--- src/rtl/efpga_coproc_responder_pkg.sv ---
// Shared types and constants for the eFPGA coprocessor responder.
// Operator and FSM state encodings are used by the top and the ALU.
package efpga_pkg;

    localparam int DATA_W  = 32;
    localparam int DELAY_W = 4;

    typedef enum logic [1:0] {
        OP_ADD = 2'b00,
        OP_MUL = 2'b01,
        OP_MAC = 2'b10,
        OP_CLR = 2'b11
    } op_e;

    typedef enum logic [1:0] {
        ST_IDLE = 2'b00,
        ST_BUSY = 2'b01,
        ST_DONE = 2'b10
    } state_e;

endpackage

--- src/rtl/efpga_coproc_responder_if.sv ---
// Core-to-fabric eFPGA coprocessor pin bundle.
// The master modport is the core side; the slave modport is the responder.
interface efpga_coproc_if;

    logic                          eFPGA_en_i;
    logic                          eFPGA_write_strobe_i;
    logic [efpga_pkg::DATA_W-1:0]  eFPGA_operand_a_i;
    logic [efpga_pkg::DATA_W-1:0]  eFPGA_operand_b_i;
    logic [1:0]                    eFPGA_operator_i;
    logic [efpga_pkg::DELAY_W-1:0] eFPGA_delay_i;
    logic [efpga_pkg::DATA_W-1:0]  eFPGA_result_a_o;
    logic [efpga_pkg::DATA_W-1:0]  eFPGA_result_b_o;
    logic [efpga_pkg::DATA_W-1:0]  eFPGA_result_c_o;
    logic                          eFPGA_fpga_done_o;

    modport master (
        output eFPGA_en_i, eFPGA_write_strobe_i, eFPGA_operand_a_i,
               eFPGA_operand_b_i, eFPGA_operator_i, eFPGA_delay_i,
        input  eFPGA_result_a_o, eFPGA_result_b_o, eFPGA_result_c_o,
               eFPGA_fpga_done_o
    );

    modport slave (
        input  eFPGA_en_i, eFPGA_write_strobe_i, eFPGA_operand_a_i,
               eFPGA_operand_b_i, eFPGA_operator_i, eFPGA_delay_i,
        output eFPGA_result_a_o, eFPGA_result_b_o, eFPGA_result_c_o,
               eFPGA_fpga_done_o
    );

endinterface

--- src/rtl/efpga_coproc_responder_alu.sv ---
// Combinational result generator: ADD/MUL/MAC/CLR on latched operands.
// Also produces the next accumulator and MAC count for the top to commit.
module efpga_alu
    import efpga_pkg::*;
(
    input  logic [DATA_W-1:0] i_a,
    input  logic [DATA_W-1:0] i_b,
    input  op_e               i_op,
    input  logic [DATA_W-1:0] i_acc,
    input  logic [DATA_W-1:0] i_mac_cnt,
    output logic [DATA_W-1:0] o_res_a,
    output logic [DATA_W-1:0] o_res_b,
    output logic [DATA_W-1:0] o_res_c,
    output logic [DATA_W-1:0] o_acc_nxt,
    output logic [DATA_W-1:0] o_mac_cnt_nxt
);

    logic [DATA_W:0]     w_sum;
    logic [2*DATA_W-1:0] w_prod;
    logic [DATA_W-1:0]   w_acc_mac;
    logic [DATA_W-1:0]   w_cnt_inc;

    assign w_sum     = {1'b0, i_a} + {1'b0, i_b};
    assign w_prod    = {{DATA_W{1'b0}}, i_a} * {{DATA_W{1'b0}}, i_b};
    assign w_acc_mac = i_acc + w_prod[DATA_W-1:0];
    assign w_cnt_inc = i_mac_cnt + DATA_W'(1);

    always_comb begin
        o_res_a       = '0;
        o_res_b       = '0;
        o_res_c       = '0;
        o_acc_nxt     = i_acc;
        o_mac_cnt_nxt = i_mac_cnt;
        case (i_op)
            OP_ADD: begin
                o_res_a = w_sum[DATA_W-1:0];
                o_res_b = {{(DATA_W-1){1'b0}}, w_sum[DATA_W]};
                o_res_c = i_a - i_b;
            end
            OP_MUL: begin
                o_res_a = w_prod[DATA_W-1:0];
                o_res_b = w_prod[2*DATA_W-1:DATA_W];
                o_res_c = i_a ^ i_b;
            end
            OP_MAC: begin
                o_res_a       = w_acc_mac;
                o_res_b       = i_acc;
                o_res_c       = w_cnt_inc;
                o_acc_nxt     = w_acc_mac;
                o_mac_cnt_nxt = w_cnt_inc;
            end
            default: begin
                o_res_a       = i_acc;
                o_res_b       = i_mac_cnt;
                o_acc_nxt     = '0;
                o_mac_cnt_nxt = '0;
            end
        endcase
    end

endmodule

--- src/rtl/efpga_coproc_responder.sv ---
// eFPGA coprocessor responder: accepts a strobed request, waits a programmable
// latency, then presents three results with a level done until the next accept.
module efpga_coproc_responder #(
    parameter int DATA_W    = 32,
    parameter int DELAY_W   = 4,
    parameter int EXTRA_LAT = 0
) (
    input  logic           clk_i,
    input  logic           rst_ni,
    efpga_coproc_if.slave  bus,
    output logic           overrun_o,
    output logic           busy_o
);

    import efpga_pkg::*;

    // Two extra bits so delay + EXTRA_LAT (up to 3) never wraps.
    localparam int CNT_W = DELAY_W + 2;

    state_e              r_state;
    state_e              w_state_nxt;
    logic [CNT_W-1:0]    r_cnt;
    logic [DATA_W-1:0]   r_a;
    logic [DATA_W-1:0]   r_b;
    op_e                 r_op;
    logic [DATA_W-1:0]   r_acc;
    logic [DATA_W-1:0]   r_mac_cnt;
    logic [DATA_W-1:0]   r_res_a;
    logic [DATA_W-1:0]   r_res_b;
    logic [DATA_W-1:0]   r_res_c;
    logic                r_done;
    logic                r_overrun;

    logic                w_req;
    logic                w_accept;
    logic                w_complete;
    logic                w_overrun;
    logic [DATA_W-1:0]   w_res_a;
    logic [DATA_W-1:0]   w_res_b;
    logic [DATA_W-1:0]   w_res_c;
    logic [DATA_W-1:0]   w_acc_nxt;
    logic [DATA_W-1:0]   w_mac_cnt_nxt;

    assign w_req = bus.eFPGA_en_i & bus.eFPGA_write_strobe_i;

    always_comb begin
        w_state_nxt = r_state;
        w_accept    = 1'b0;
        w_complete  = 1'b0;
        w_overrun   = 1'b0;
        case (r_state)
            ST_IDLE: begin
                if (w_req) begin
                    w_accept    = 1'b1;
                    w_state_nxt = ST_BUSY;
                end
            end
            ST_BUSY: begin
                // A request landing on the completion cycle is still dropped.
                w_overrun = w_req;
                if (!bus.eFPGA_en_i) begin
                    w_state_nxt = ST_IDLE;
                end else if (r_cnt == '0) begin
                    w_complete  = 1'b1;
                    w_state_nxt = ST_DONE;
                end
            end
            ST_DONE: begin
                if (w_req) begin
                    w_accept    = 1'b1;
                    w_state_nxt = ST_BUSY;
                end else if (!bus.eFPGA_en_i) begin
                    w_state_nxt = ST_IDLE;
                end
            end
            default: w_state_nxt = ST_IDLE;
        endcase
    end

    efpga_alu u_alu (
        .i_a           (r_a),
        .i_b           (r_b),
        .i_op          (r_op),
        .i_acc         (r_acc),
        .i_mac_cnt     (r_mac_cnt),
        .o_res_a       (w_res_a),
        .o_res_b       (w_res_b),
        .o_res_c       (w_res_c),
        .o_acc_nxt     (w_acc_nxt),
        .o_mac_cnt_nxt (w_mac_cnt_nxt)
    );

    always_ff @(posedge clk_i or negedge rst_ni) begin
        if (!rst_ni) begin
            r_state   <= ST_IDLE;
            r_cnt     <= '0;
            r_a       <= '0;
            r_b       <= '0;
            r_op      <= OP_ADD;
            r_acc     <= '0;
            r_mac_cnt <= '0;
            r_res_a   <= '0;
            r_res_b   <= '0;
            r_res_c   <= '0;
            r_done    <= 1'b0;
            r_overrun <= 1'b0;
        end else begin
            r_state   <= w_state_nxt;
            r_done    <= (w_state_nxt == ST_DONE);
            r_overrun <= w_overrun;
            if (w_accept) begin
                r_a   <= bus.eFPGA_operand_a_i;
                r_b   <= bus.eFPGA_operand_b_i;
                r_op  <= op_e'(bus.eFPGA_operator_i);
                r_cnt <= CNT_W'(bus.eFPGA_delay_i) + CNT_W'(EXTRA_LAT);
            end else if (r_state == ST_BUSY && r_cnt != '0) begin
                r_cnt <= r_cnt - CNT_W'(1);
            end
            if (w_complete) begin
                r_res_a   <= w_res_a;
                r_res_b   <= w_res_b;
                r_res_c   <= w_res_c;
                r_acc     <= w_acc_nxt;
                r_mac_cnt <= w_mac_cnt_nxt;
            end
        end
    end

    assign bus.eFPGA_result_a_o  = r_res_a;
    assign bus.eFPGA_result_b_o  = r_res_b;
    assign bus.eFPGA_result_c_o  = r_res_c;
    assign bus.eFPGA_fpga_done_o = r_done;
    assign overrun_o             = r_overrun;
    assign busy_o                = (r_state == ST_BUSY);

endmodule

--- src/flat_wrapper.sv ---
// flat-port wrapper written by rule: the top's interface ports become plain ports
module efpga_coproc_responder_flat import efpga_pkg::*;
#(
    parameter int DATA_W    = 32,
    parameter int DELAY_W   = 4,
    parameter int EXTRA_LAT = 0
)
  (clk_i, rst_ni, overrun_o, busy_o, bus_eFPGA_en_i, bus_eFPGA_write_strobe_i, bus_eFPGA_operand_a_i, bus_eFPGA_operand_b_i, bus_eFPGA_operator_i, bus_eFPGA_delay_i, bus_eFPGA_result_a_o, bus_eFPGA_result_b_o, bus_eFPGA_result_c_o, bus_eFPGA_fpga_done_o);
  efpga_coproc_if bus_i ();
  input  logic clk_i;
  input  logic rst_ni;
  output logic overrun_o;
  output logic busy_o;
  input wire logic [$bits(bus_i.eFPGA_en_i)-1:0] bus_eFPGA_en_i;
  input wire logic [$bits(bus_i.eFPGA_write_strobe_i)-1:0] bus_eFPGA_write_strobe_i;
  input wire logic [$bits(bus_i.eFPGA_operand_a_i)-1:0] bus_eFPGA_operand_a_i;
  input wire logic [$bits(bus_i.eFPGA_operand_b_i)-1:0] bus_eFPGA_operand_b_i;
  input wire logic [$bits(bus_i.eFPGA_operator_i)-1:0] bus_eFPGA_operator_i;
  input wire logic [$bits(bus_i.eFPGA_delay_i)-1:0] bus_eFPGA_delay_i;
  output wire logic [$bits(bus_i.eFPGA_result_a_o)-1:0] bus_eFPGA_result_a_o;
  output wire logic [$bits(bus_i.eFPGA_result_b_o)-1:0] bus_eFPGA_result_b_o;
  output wire logic [$bits(bus_i.eFPGA_result_c_o)-1:0] bus_eFPGA_result_c_o;
  output wire logic [$bits(bus_i.eFPGA_fpga_done_o)-1:0] bus_eFPGA_fpga_done_o;
  assign bus_i.eFPGA_en_i = bus_eFPGA_en_i;
  assign bus_i.eFPGA_write_strobe_i = bus_eFPGA_write_strobe_i;
  assign bus_i.eFPGA_operand_a_i = bus_eFPGA_operand_a_i;
  assign bus_i.eFPGA_operand_b_i = bus_eFPGA_operand_b_i;
  assign bus_i.eFPGA_operator_i = bus_eFPGA_operator_i;
  assign bus_i.eFPGA_delay_i = bus_eFPGA_delay_i;
  assign bus_eFPGA_result_a_o = bus_i.eFPGA_result_a_o;
  assign bus_eFPGA_result_b_o = bus_i.eFPGA_result_b_o;
  assign bus_eFPGA_result_c_o = bus_i.eFPGA_result_c_o;
  assign bus_eFPGA_fpga_done_o = bus_i.eFPGA_fpga_done_o;
  efpga_coproc_responder #(.DATA_W(DATA_W), .DELAY_W(DELAY_W), .EXTRA_LAT(EXTRA_LAT)) u_core (.clk_i(clk_i), .rst_ni(rst_ni), .bus(bus_i), .overrun_o(overrun_o), .busy_o(busy_o));
endmodule
--- config.mk ---
export PLATFORM = sky130hd
export DESIGN_NAME = efpga_coproc_responder_flat
export DESIGN_NICKNAME = d
export VERILOG_FILES = /design/src/rtl/efpga_coproc_responder_pkg.sv /design/src/rtl/efpga_coproc_responder_if.sv /design/src/rtl/efpga_coproc_responder_alu.sv /design/src/rtl/efpga_coproc_responder.sv /design/src/flat_wrapper.sv
export SDC_FILE = /design/constraint.sdc
export NUM_CORES = 2
export LEC_CHECK = 0
export CORE_ASPECT_RATIO = 0.9
export CORE_MARGIN = 1
export CORE_UTILIZATION = 55
export DETAILED_ROUTE_END_ITERATION = 7
export PLACE_DENSITY = 0.83
export SKIP_LAST_GASP = 1
export SYNTH_ARGS = -nofsm -noshare
export SYNTH_HDL_FRONTEND = slang
export SYNTH_HIERARCHICAL = 1
export SYNTH_SLANG_ARGS = --single-unit
export TNS_END_PERCENT = 100
--- constraint.sdc ---
create_clock -name clk_i -period 10.8 [get_ports clk_i]
set_input_delay 2.16 -clock clk_i [delete_from_list [all_inputs] [get_ports clk_i]]
set_output_delay 2.16 -clock clk_i [all_outputs]
set_load 0.05 [all_outputs]
## After elaboration in Yosys (flattened, before gate mapping)

Cells that the tools add are included.

- Register bits: 236
- Input bits: 74
- Word-level logic and storage cells: 54

- Muxes and demuxes: 19
- Equal/unequal tests: 5
- Add/subtract/negate cells: 5
- Reductions and logical operators: 9
- Bitwise logic cells: 3
- $mul: 1

Operator list:

| cell | count |
|---|---|
| 32-bit one-hot mux with 3 select lines | 3 |
| 32-bit one-hot mux with 2 select lines | 2 |
| 32-bit by 32-bit multiplier with 64-bit output | 1 |
| 32-bit by 32-bit adder with 33-bit output | 1 |
| 32-bit by 1-bit adder with 32-bit output (second input constant) | 1 |
| 32-bit adder | 1 |
| 32-bit subtractor | 1 |
| 32-bit XOR | 1 |
| 6-bit 2-to-1 mux | 2 |
| 2-bit 2-to-1 mux | 5 |
| 2-bit == test (second input constant) | 3 |
| 6-bit zero test | 1 |
| 1-bit 2-to-1 mux | 6 |
| 2-bit one-hot mux with 3 select lines | 1 |
| 6-bit nonzero test | 1 |
| 6-bit by 1-bit subtractor with 6-bit output (second input constant) | 1 |
| 2-bit by 1-bit == test with 1-bit output (second input constant) | 2 |
| 2-bit zero test | 2 |
| 2-bit OR reduction | 2 |
| 2-bit AND reduction | 1 |
| 2-bit nonzero test | 1 |
| 1-bit AND | 1 |
| 1-bit logical AND | 1 |
| 1-bit inverter | 1 |

## Depth between registers and ports, before layout

- Depth after elaboration: 5
- Gate-level depth with buffers: 36

## By module

Netlist, hierarchy kept.

By module, submodules not included:

| module | sequential area each (um^2) | area an instance (um^2) | cells each | instances |
|---|---|---|---|---|
| efpga_alu | 0.0 | 41,104.4 | 4,946 | 1 |
| efpga_coproc_responder | 5,905.7 | 9,426.5 | 672 | 1 |

## Worst setup path before layout

OpenSTA, ideal clock, no wires.

- Kind: register to register
- Start point: reg u_core.r_a[16]
- End point: reg u_core.r_res_a[31] (netlist: u_core/bus.eFPGA_result_a_o[31])
- Cell stages (with the launch flop): 35
- Setup slack: 2,255 ps
- Setup time: 125 ps
- Arrival time: 8,420 ps
- Buffers on the path: 2
- Clock period less this slack: 8,545 ps
- Cell sequence: dfrtp_1 clkbuf_1 and2_1 fa_1 inv_1 fa_1 fa_1 fa_1 inv_1 fa_1 inv_1 fa_1 inv_1 fa_1 fa_1 ha_1 clkbuf_8 nand3_1 nor2_1 a221o_1 a31oi_1 o21ai_0 xor2_1 ha_1 inv_1 o21bai_1 a21oi_1 nor2_1 a211oi_1 o31ai_1 or4_1 a311oi_1 a211oi_1 o21a_1 mux2_2

- Longest elaborated chain between the ends: 3

Ends and longest elaborated chain:

| element | RTL line | RTL |
|---|---|---|
| start: declaration | efpga_coproc_responder.sv:23 | `logic [DATA_W-1:0] r_a;` |
| start signal: assignment | efpga_coproc_responder.sv:112 | `r_a <= bus.eFPGA_operand_a_i;` |
| 32-bit by 32-bit multiplier with 64-bit output | efpga_coproc_responder_alu.sv:24 | `assign w_prod = {{DATA_W{1'b0}}, i_a} * {{DATA_W{1'b0}}, i_b};` |
| 32-bit adder | efpga_coproc_responder_alu.sv:25 | `assign w_acc_mac = i_acc + w_prod[DATA_W-1:0];` |
| 32-bit one-hot mux with 3 select lines * | efpga_coproc_responder_alu.sv:34 | `case (i_op)` |
| net u_core.w_res_a[31] | efpga_coproc_responder.sv:38 | `logic [DATA_W-1:0] w_res_a;` |
| end signal: assignment | efpga_coproc_responder.sv:120 | `r_res_a <= w_res_a;` |
| end: declaration | efpga_coproc_responder.sv:28 | `logic [DATA_W-1:0] r_res_a;` |

Mark *: on every way through the listed nets, which the timed path passes. The rest lies on a longest branch.
A chain may end at the register's enable or synchronous reset.

## Worst setup path after layout

- Start point: reg u_core.r_a[9]
- End point: reg u_core.r_res_a[31] (netlist: u_core/bus.eFPGA_result_a_o[31])

The elaborated chain is that of the path after synthesis.

==> flow_summary.yaml <==
run_status:
  outcome: "finished, final reports clean"
synth:
  syn_area_um2: 50500
  synth-seq-area-share: 0.117
  synth_nets: 6950
  synthArstFlopShare: 1.00
  synthDistinctLibCells: 102
  yosysWarnings: 6
  ys.flop_type: "dfrtp_1"
  netlist_top_cells_count: "nand2_1, inv_1, fa_1"
  synthTopCellsByArea: "fa_1, dfrtp_1, ha_1, nand2_1, inv_1"
  synth_area_leader_cell: "fa_1"
  avgSynthCellArea_um2: 8.99
  synth.most_common_cell: "nand2_1"
  synth_top_area_share: 0.356
  syn_inst: 5618
  ys_ff_latch: 236
  synth-edff-count: 0
floorplan:
  start_util: 0.555
  core-area_um2: 91000
  die_h_um: 290
  rows: 105
  die_area_um2: 93100
  ios: 173
  die_x_um: 322
timing:
  setup_violations: 0
  drv_slew: 0
  worst_hold_slack_ps: 506
  rsz0062_at_grt: "no"
  hold_viol: 0
  worstMarginPinSlew_ps: 1260
  slew-limit-headroom: 0.158
  period_needed_ps: 10140
  finalClockSkew_ps: 35.7
  fin_ws_ps: 657
  timing.final.crit_share: 0.939
  setup_tns_ps: 0
  fmax_mhz: 98.6
placement:
  place.gp.congestion: 1.04
  io_buffers: 172
  dpl_cell_area_um2: 53000
  dp_slack_ps: 836
  dpl.hpwl_mm: 126
clock_tree:
  cts_root_buffer: "clkbuf_16"
  numCtsBuffers: 27
  clk_pin_slew_ps: 80
  cts.path.max_buffers: 3
  cts_sinks: 236
  ctsHoldBuffers: 0
  clk_latency_ps: 620
  postCtsSetupRepairBufs: 0
  post_cts_resize_count: 0
  cts_tree: "done"
  htree_levels: 1
cells_and_area:
  area_growth_pct: 6.61
  layout.nets: 6910
  drive_above_1_share: 0.0668
  stdcell_area_um2: 53900
global_routing:
  grt_pass1_vias: 43300
  grt.overflow.total: 0
  grtUsageTotal: 0.355
  grt_max_degree: 140
  antenna_found_initial: 4
  grt_first_pass_wirelength_mm: 252
critical_path:
  max_stage_delay_ps: 1050
  crit_type: "flop to flop"
  crit_required_ps: 11270
  cp_common_cell: "fa_1"
  cp-end-kind: "flop"
  arrival_ps: 10610
  critPathMaxFanout: 24
  cp-start-kind: "flop"
  crit_slowest_cell: "dfrtp_1"
run:
  drv_cap: 0
route:
  first_pass_iters: 7
  drtIter0Drc: 4323
  num_vias: 41600
  drc_errors: 0
  vias_per_cell: 6.09
  final_antenna_net_count: 0
  routed_wl_mm: 163
  wl_per_cell_um: 23.8
hold_path:
  hp-class: "flop to flop"
==> path summary, 6_finish.rpt <==
kind,from,to,slack (ps),depth (start not counted)
max reg2reg,u_core/r_a[9]$_DFFE_PN0P_,u_core/bus.eFPGA_result_a_o[31]$_DFFE_PN0P_,660,32
min in group asynchronous,rst_ni,u_core/bus.eFPGA_result_b_o[19]$_DFFE_PN0P_,1630,1
max in group asynchronous,rst_ni,u_core/r_a[17]$_DFFE_PN0P_,7770,2
min reg2reg,u_core/bus.eFPGA_result_a_o[25]$_DFFE_PN0P_,u_core/bus.eFPGA_result_a_o[25]$_DFFE_PN0P_,510,1
max,u_core/r_a[9]$_DFFE_PN0P_,u_core/bus.eFPGA_result_a_o[31]$_DFFE_PN0P_,660,32
min,u_core/bus.eFPGA_result_a_o[25]$_DFFE_PN0P_,u_core/bus.eFPGA_result_a_o[25]$_DFFE_PN0P_,510,1
==> registers in the layout (all words and copies together), names as in the netlist, 2 cells and up <==
| register | flops |
|---|---|
| u_core/r_cnt | 6 |
| u_core/r_a | 32 |
| u_core/r_state | 2 |
| u_core/r_mac_cnt | 32 |
| u_core/r_b | 32 |
| u_core/bus.eFPGA_result_c_o | 32 |
| u_core/r_acc | 32 |
| u_core/r_op | 2 |
| u_core/bus.eFPGA_result_a_o | 32 |
| u_core/bus.eFPGA_result_b_o | 32 |
==> cells in the final DEF (no fill, tap or decap), drive strengths merged, types with 19 or more instances in the layout <==
cell,count
clkdlybuf4s50,171
a21o,97
mux2i,39
and2,380
nand4,27
nor2,175
buf,97
nand2,961
nand3,50
nor2b,26
o31ai,24
xnor2,89
a31oi,22
a211oi,27
o22ai,44
xor2,48
clkbuf,32
fa,899
o21ai,155
mux2,171
nor3,41
and3,36
ha,359
a21oi,174
o21bai,19
dfrtp,236
inv,961
==> metrics by stage <==
stage	cells	utilization
2_1_floorplan	5618	-
3_3_place_gp	6779	0.582
3_5_place_dp	6779	0.582
4_1_cts	6828	0.591
5_1_grt	6828	0.591
6_report	6835	0.592
==> cells by family (layout without fill, tap and decap cells) <==
family	after synthesis	count (layout)	synth area share
buffers and inverters	1291	1271	0.102
muxes	219	219	0.0573
other	0	7	0
DFF	236	236	0.117
AOI/OAI and AO/OA	710	710	0.0925
xor gates and xnor gates	137	137	0.0237
adders and majority gates	1258	1258	0.445
and+or+nand+nor	1767	1767	0.162
==> metal layers <==
layer | track usage | up-vias | wire, um
met1 | 0.453 | 20900 | 60600
met4 | 0.197 | 2 | 10800
li1 | - | 17500 | -
met2 | 0.555 | 2610 | 73000
met5 | 0 | - | 11
met3 | 0.0893 | 655 | 18200
==> critical path, delay by kind of cell, from the launching register on <==
kind	cells	cell delay, ps
AO/OA/AOI/OAI	11	2290
XOR/XNOR	1	310
adder cells (fa/ha/maj)	11	5010
buffers and inverters	5	480
flip-flops	1	1050
multiplexers	1	250
AND/OR/NAND/NOR	3	600
==> final cells by class <==
cell class                 count  area [um2]
antenna                        7        17.5
clock buffer                  32         724
clock inverter                17         150
fill                        7549       37200
inverter                     954        3580
multi-input combinational   4091       39500
sequential                   236        5910
tap                         1230        1540
timing repair buffer         268        2470
Power is left out: the tool's default activity adds up to more than one toggle a clock period on the data nets, which glitch-free logic cannot reach.
